--- src/rtl/ntt_job_scheduler.sv ---
// Round-robin job scheduler that shares one NTT engine among NUM_REQ requesters (optional watchdog: NTT_SCHED_WDT_EN).
// Latency: accept at T, ntt_start_o at T+1; ntt_done_i at D gives cpl_valid_o at D+1, next accept no earlier than D+2.
// Backpressure: a single job is outstanding; req_ready_o stays low outside IDLE and while rst_i is high.
module ntt_job_scheduler #(
    parameter int NUM_REQ    = 4,
    parameter int ADDR_W     = 56,
    parameter int WDT_CYCLES = 65536
) (
    input  logic                        clk_i,
    input  logic                        rst_i,
    input  logic [NUM_REQ-1:0]          req_valid_i,
    input  logic [NUM_REQ-1:0]          req_mode_i,
    input  logic [NUM_REQ*ADDR_W-1:0]   req_addr_i,
    output logic [NUM_REQ-1:0]          req_ready_o,
    output logic [NUM_REQ-1:0]          cpl_valid_o,
    output logic                        cpl_error_o,
    output logic                        ntt_start_o,
    output logic                        ntt_mode_o,
    output logic [ADDR_W-1:0]           ntt_addr_o,
    input  logic                        ntt_done_i,
    output logic                        busy_o,
    output logic [$clog2(NUM_REQ)-1:0]  owner_o
);

    localparam int OW = $clog2(NUM_REQ);

    localparam logic [1:0] ST_IDLE  = 2'd0;
    localparam logic [1:0] ST_ISSUE = 2'd1;
    localparam logic [1:0] ST_WAIT  = 2'd2;
    localparam logic [1:0] ST_CPL   = 2'd3;

    logic [1:0]        state_q, state_d;
    logic [OW-1:0]     last_q, last_d;
    logic [OW-1:0]     owner_q, owner_d;
    logic              mode_q, mode_d;
    logic [ADDR_W-1:0] addr_q, addr_d;
    logic              err_q, err_d;

    logic [OW-1:0]     win_idx;
    logic [OW-1:0]     scan_idx;
    logic              win_vld;
    logic              wdt_hit;

`ifdef NTT_SCHED_WDT_EN
    logic [31:0] wdt_q, wdt_d;

    assign wdt_hit = (wdt_q == 32'(WDT_CYCLES - 1));

    // Watchdog count restarts as the job enters WAIT and advances once per WAIT cycle.
    always_comb begin
        wdt_d = wdt_q;
        if (state_q == ST_ISSUE) begin
            wdt_d = '0;
        end else if (state_q == ST_WAIT) begin
            wdt_d = wdt_q + 32'd1;
        end
    end

    // Watchdog counter register.
    always_ff @(posedge clk_i) begin
        if (rst_i) begin
            wdt_q <= '0;
        end else begin
            wdt_q <= wdt_d;
        end
    end
`else
    logic unused_wdt;

    assign wdt_hit    = 1'b0;
    assign unused_wdt = (WDT_CYCLES != 0);
`endif

    // Round-robin pick: first valid requester scanning upward from the one after last_q.
    always_comb begin
        win_idx  = '0;
        win_vld  = 1'b0;
        scan_idx = '0;
        for (int k = 1; k <= NUM_REQ; k++) begin
            scan_idx = OW'((int'(last_q) + k) % NUM_REQ);
            if (!win_vld && req_valid_i[scan_idx]) begin
                win_vld = 1'b1;
                win_idx = scan_idx;
            end
        end
    end

    // Only the winner sees ready, and only in IDLE outside reset, so ready implies handshake.
    always_comb begin
        req_ready_o = '0;
        if (!rst_i && (state_q == ST_IDLE) && win_vld) begin
            req_ready_o[win_idx] = 1'b1;
        end
    end

    // FSM next state plus job latching; done outside WAIT is deliberately ignored.
    always_comb begin
        state_d = state_q;
        last_d  = last_q;
        owner_d = owner_q;
        mode_d  = mode_q;
        addr_d  = addr_q;
        err_d   = err_q;
        case (state_q)
            ST_IDLE: begin
                if (win_vld) begin
                    state_d = ST_ISSUE;
                    owner_d = win_idx;
                    mode_d  = req_mode_i[win_idx];
                    addr_d  = req_addr_i[int'(win_idx)*ADDR_W +: ADDR_W];
                end
            end
            ST_ISSUE: begin
                state_d = ST_WAIT;
                err_d   = 1'b0;
            end
            ST_WAIT: begin
                if (ntt_done_i) begin
                    state_d = ST_CPL;
                end else if (wdt_hit) begin
                    state_d = ST_CPL;
                    err_d   = 1'b1;
                end
            end
            ST_CPL: begin
                last_d  = owner_q;
                state_d = ST_IDLE;
            end
            default: state_d = ST_IDLE;
        endcase
    end

    // State registers; the pointer resets to the last index so requester 0 wins first.
    always_ff @(posedge clk_i) begin
        if (rst_i) begin
            state_q <= ST_IDLE;
            last_q  <= OW'(NUM_REQ - 1);
            owner_q <= '0;
            mode_q  <= 1'b0;
            addr_q  <= '0;
            err_q   <= 1'b0;
        end else begin
            state_q <= state_d;
            last_q  <= last_d;
            owner_q <= owner_d;
            mode_q  <= mode_d;
            addr_q  <= addr_d;
            err_q   <= err_d;
        end
    end

    // Completion pulse goes only to the owner of the finishing job.
    always_comb begin
        cpl_valid_o = '0;
        if (state_q == ST_CPL) begin
            cpl_valid_o[owner_q] = 1'b1;
        end
    end

    assign busy_o      = (state_q != ST_IDLE);
    assign ntt_start_o = (state_q == ST_ISSUE);
    assign ntt_mode_o  = busy_o & mode_q;
    assign ntt_addr_o  = busy_o ? addr_q : '0;
    assign cpl_error_o = (state_q == ST_CPL) & err_q;
    assign owner_o     = owner_q;

endmodule

--- config.mk ---
export PLATFORM = sky130hd
export DESIGN_NAME = ntt_job_scheduler
export DESIGN_NICKNAME = d
export VERILOG_FILES = /design/src/rtl/ntt_job_scheduler.sv
export SDC_FILE = /design/constraint.sdc
export NUM_CORES = 1
export LEC_CHECK = 0
export BUFFER_PORTS_ARGS = -buffer_cell sky130_fd_sc_hd__clkbuf_2
export CAP_MARGIN = 5
export CORE_AREA = 3 3 118 120
export DETAILED_ROUTE_END_ITERATION = 8
export DIE_AREA = 0 0 121 123
export HOLD_SLACK_MARGIN = 0.15
export PLACE_DENSITY = 0.69
export SYNTH_ARGS = -nofsm -noshare
export SYNTH_HDL_FRONTEND = slang
export SYNTH_SLANG_ARGS = --single-unit
--- constraint.sdc ---
create_clock -name clk_i -period 4.2 [get_ports clk_i]
set_input_delay 0.42 -clock clk_i [delete_from_list [all_inputs] [get_ports clk_i]]
set_output_delay 0.42 -clock clk_i [all_outputs]
set_load 0.01 [all_outputs]
==> out/qor.csv <==
stage,metric,value,unit
finish,share of layout cells above drive strength 1,44.7,%
finish,Synth-to-Final Area Change,38.6,%
logic_synthesis,"Cell Area, Synth",4770,um^2
logic_synthesis,Synth Register Bits,63,
grt,GRT Util Overall,21.9,%
timing,f_max,401,MHz
logic_synthesis,syn_nets,799,
floorplanning,CORE AREA,13100,um^2
timing,RSZ-0062 raised after global routing,no,
critical_path,CP max stage delay,570,ps
route,Routed Antenna Nets,0,
route,post-DR vias/cell,5.39,
critical_path,crit path cell chain,inv_2 -> o311ai_4 -> buf_4 -> and3_1 -> clkbuf_2,
power,Leak,3.00,nW
logic_synthesis,commonest cells in the synthesized netlist,"dfxtp_1 (63), nor2b_1 (59), mux2i_1 (58)",
grt,initial antenna violation count,0,
power,Clk pwr share,19.5,%
floorplanning,Die Area,14900,um^2
clocking,Post-CTS Setup Repair Bufs,0,
timing,relative slew slack,48.7,%
route,DR vias,5385,
clocking,hold buffer count at cts,0,
route,WL/cell,17.2,um
critical_path,slowest CP cell,dfxtp_1,
placed_design,DPL Wire Length,12400,um
critical_path,Top delay family on crit path,buffers and inverters,
clocking,CTS buffer count,9,
route,1st-iter DRT viols,244,
grt,largest net degree at the start of global routing,63,
clocking,clock sinks,63,
power,PD cells,610,nW/um^2
clocking,H-tree depth,3,
timing,Hold WS,369,ps
timing,clock skew,8.25,ps
clocking,CTS max path bufs,2,
run,Max Cap Viol,0,
timing,minimum clock period,2490,ps
finish,final-layout fill cell count,1289,
timing,Setup-failing EPs final,0,
critical_path,worst endpoint data arrival time,2070,ps
logic_synthesis,"count leader, synth",dfxtp_1,
min_path,Hold WC Path Type,in2reg,
clocking,CTS tree,done,
power,sw frac,42.5,%
placed_design,Routability Congestion,0.794,
logic_synthesis,sequential element share of the synthesized area,26.4,%
logic_synthesis,post-synthesis async set-or-reset flop share,0,%
finish,Inserted Diodes,0,
floorplanning,row count,42,
timing,Max Slew Vio Count,0,
floorplanning,Die X,121,um
logic_synthesis,Mean Syn Cell Area,8.53,um^2
timing,Setup TNS,0,ps
power,Gate power share,53.9,%
power,Reg power frac,26.6,%
grt,vias in the first global route,5193,
critical_path,Crit. End Element,output pin,
critical_path,Critical Path Start Type,register,
placed_design,IO Port Bufs,303,
route,routed wire length,17200,um
floorplanning,Die Ht,123,um
clocking,clock transition at the registers of the reported paths,60,ps
status,outcome,"complete, no violations",
grt,first-pass GRT wire length,26100,um
logic_synthesis,Yosys top cell area share,26.4,%
logic_synthesis,"top cells by area, synth","dfxtp_1 (26%), mux2i_1 (12%), nor2b_1 (7.7%), a221oi_2 (6.3%), o211ai_1 (5.8%)",
critical_path,Worst EP required,3780,ps
logic_synthesis,Syn Inst Count,559,
power,Peak VDD IR,0.203,mV
power,Internal,2.32,mW
power,switching power of the nets,1.72,mW
finish,post-layout util,50.5,%
logic_synthesis,YS warnings,0,
critical_path,Worst Setup Path Type,reg2out,
floorplanning,initial cell density of the core,36.5,%
grt,grt total ovfl,0,
route,drc violations,0,
route,first drt pass iteration count,4,
logic_synthesis,Post-synth EDFFs,0,
logic_synthesis,"area leader, netlist",dfxtp_1,
critical_path,worst path bufs/invs,3,
finish,Final Net Count,1059,
timing,final worst path period share,59.4,%
timing,Slew @ Worst Pin,770,ps
logic_synthesis,synth unique cells,40,
clocking,CTS root buf,clkbuf_16,
logic_synthesis,Synth Flop Type,dfxtp_1,
clocking,worst-skew pair later-pin latency,330,ps
clocking,Post-CTS Resized,0,
critical_path,crit-path max FO,18,
floorplanning,I/O pins,305,
timing,Fin. Hold Viols,0,
final timing paths:
check | startpoint | endpoint | slack (ps) | cells past startpoint
max | last_q[1] | req_ready_o[0] | 1710 | 5
max reg2reg | last_q[1] | addr_q[32] | 1870 | 6
min | req_addr_i[117] | addr_q[5] | 370 | 3
min reg2reg | owner_o[0] | last_q[0] | 550 | 2
worst register-to-register path: stages, from the launching register on:
cell      delay (ps)
dfxtp_1          570
nand2_2          130
a21boi_1         180
o221ai_4         600
buf_4            390
mux2i_1          250
o22ai_2           90
flip-flops by register name, summed over array words and instances (netlist names):
| register | flops |
|---|---|
| addr_q | 56 |
| last_q | 2 |
| mode_q | 1 |
| owner_o | 2 |
| state_q | 2 |
per-layer routing:
metal  track usage [%]  wire length (um)  vias up
met5                 0                 0        -
met4              6.09               213        0
met3              4.30              1240       17
met2              39.4              8800      229
met1              26.6              6900     2487
li1                  -                 -     2652
cell type report:
class	instances	area [um^2]	share of cell area, %
tap	176	220	3.33
clock buffer	12	236	3.58
clock inverter	4	70.1	1.06
sequential	63	1260	19.1
multi-input combinational	424	3180	48.1
inverter	8	30.0	0.454
timing repair buffer	313	1620	24.4
power by group through the flow:
| stage | clock, mW | combinational [mW] | sequential, mW |
|---|---|---|---|
| 2_1_floorplan | 0 | 1.55 | 1.03 |
| 3_3_place_gp | 0 | 2.17 | 1.07 |
| 3_5_place_dp | 0 | 2.18 | 1.08 |
| 4_1_cts | 0.804 | 2.19 | 1.07 |
| 5_1_grt | 0.833 | 2.39 | 1.12 |
| 6_report | 0.786 | 2.17 | 1.07 |
kinds of logic (layout without fill, tap and decap cells):
group / Yosys count / after routing / share of synthesized area (%)
compound gates: 207 / 207 / 36.3
simple gates: 153 / 153 / 16.0
buf+inv: 72 / 337 / 7.76
flops: 63 / 63 / 26.4
mux: 58 / 58 / 12.2
fa+ha+maj: 5 / 5 / 1.31
other cells: 1 / 1 / 0.0786
stage by stage:
step	cell area, um^2	cells	power, mW	setup WS [ps]
4_1_cts	6610	1000	4.07	1690
3_3_place_gp	6310	984	3.24	1740
6_report	6610	1000	4.04	1710
2_1_floorplan	4770	559	2.57	2190
3_5_place_dp	6310	984	3.26	1740
5_1_grt	6610	1000	4.34	1590
layout by cell type (no fill, tap or decap), types with 20 or more instances in the layout:
| cell | netlist | layout |
|---|---|---|
| clkbuf_2 | 0 | 303 |
| dfxtp_1 | 63 | 63 |
| nor2b_1 | 59 | 59 |
| mux2i_1 | 58 | 58 |
| nor2_1 | 49 | 49 |
| o21ai_0 | 37 | 37 |
| o211ai_1 | 37 | 37 |
| o22ai_1 | 30 | 30 |
| nand2_1 | 28 | 27 |
| a221o_1 | 20 | 20 |
| o2bb2ai_1 | 20 | 20 |
No activity file was read; power rests on OpenSTA's default activity.
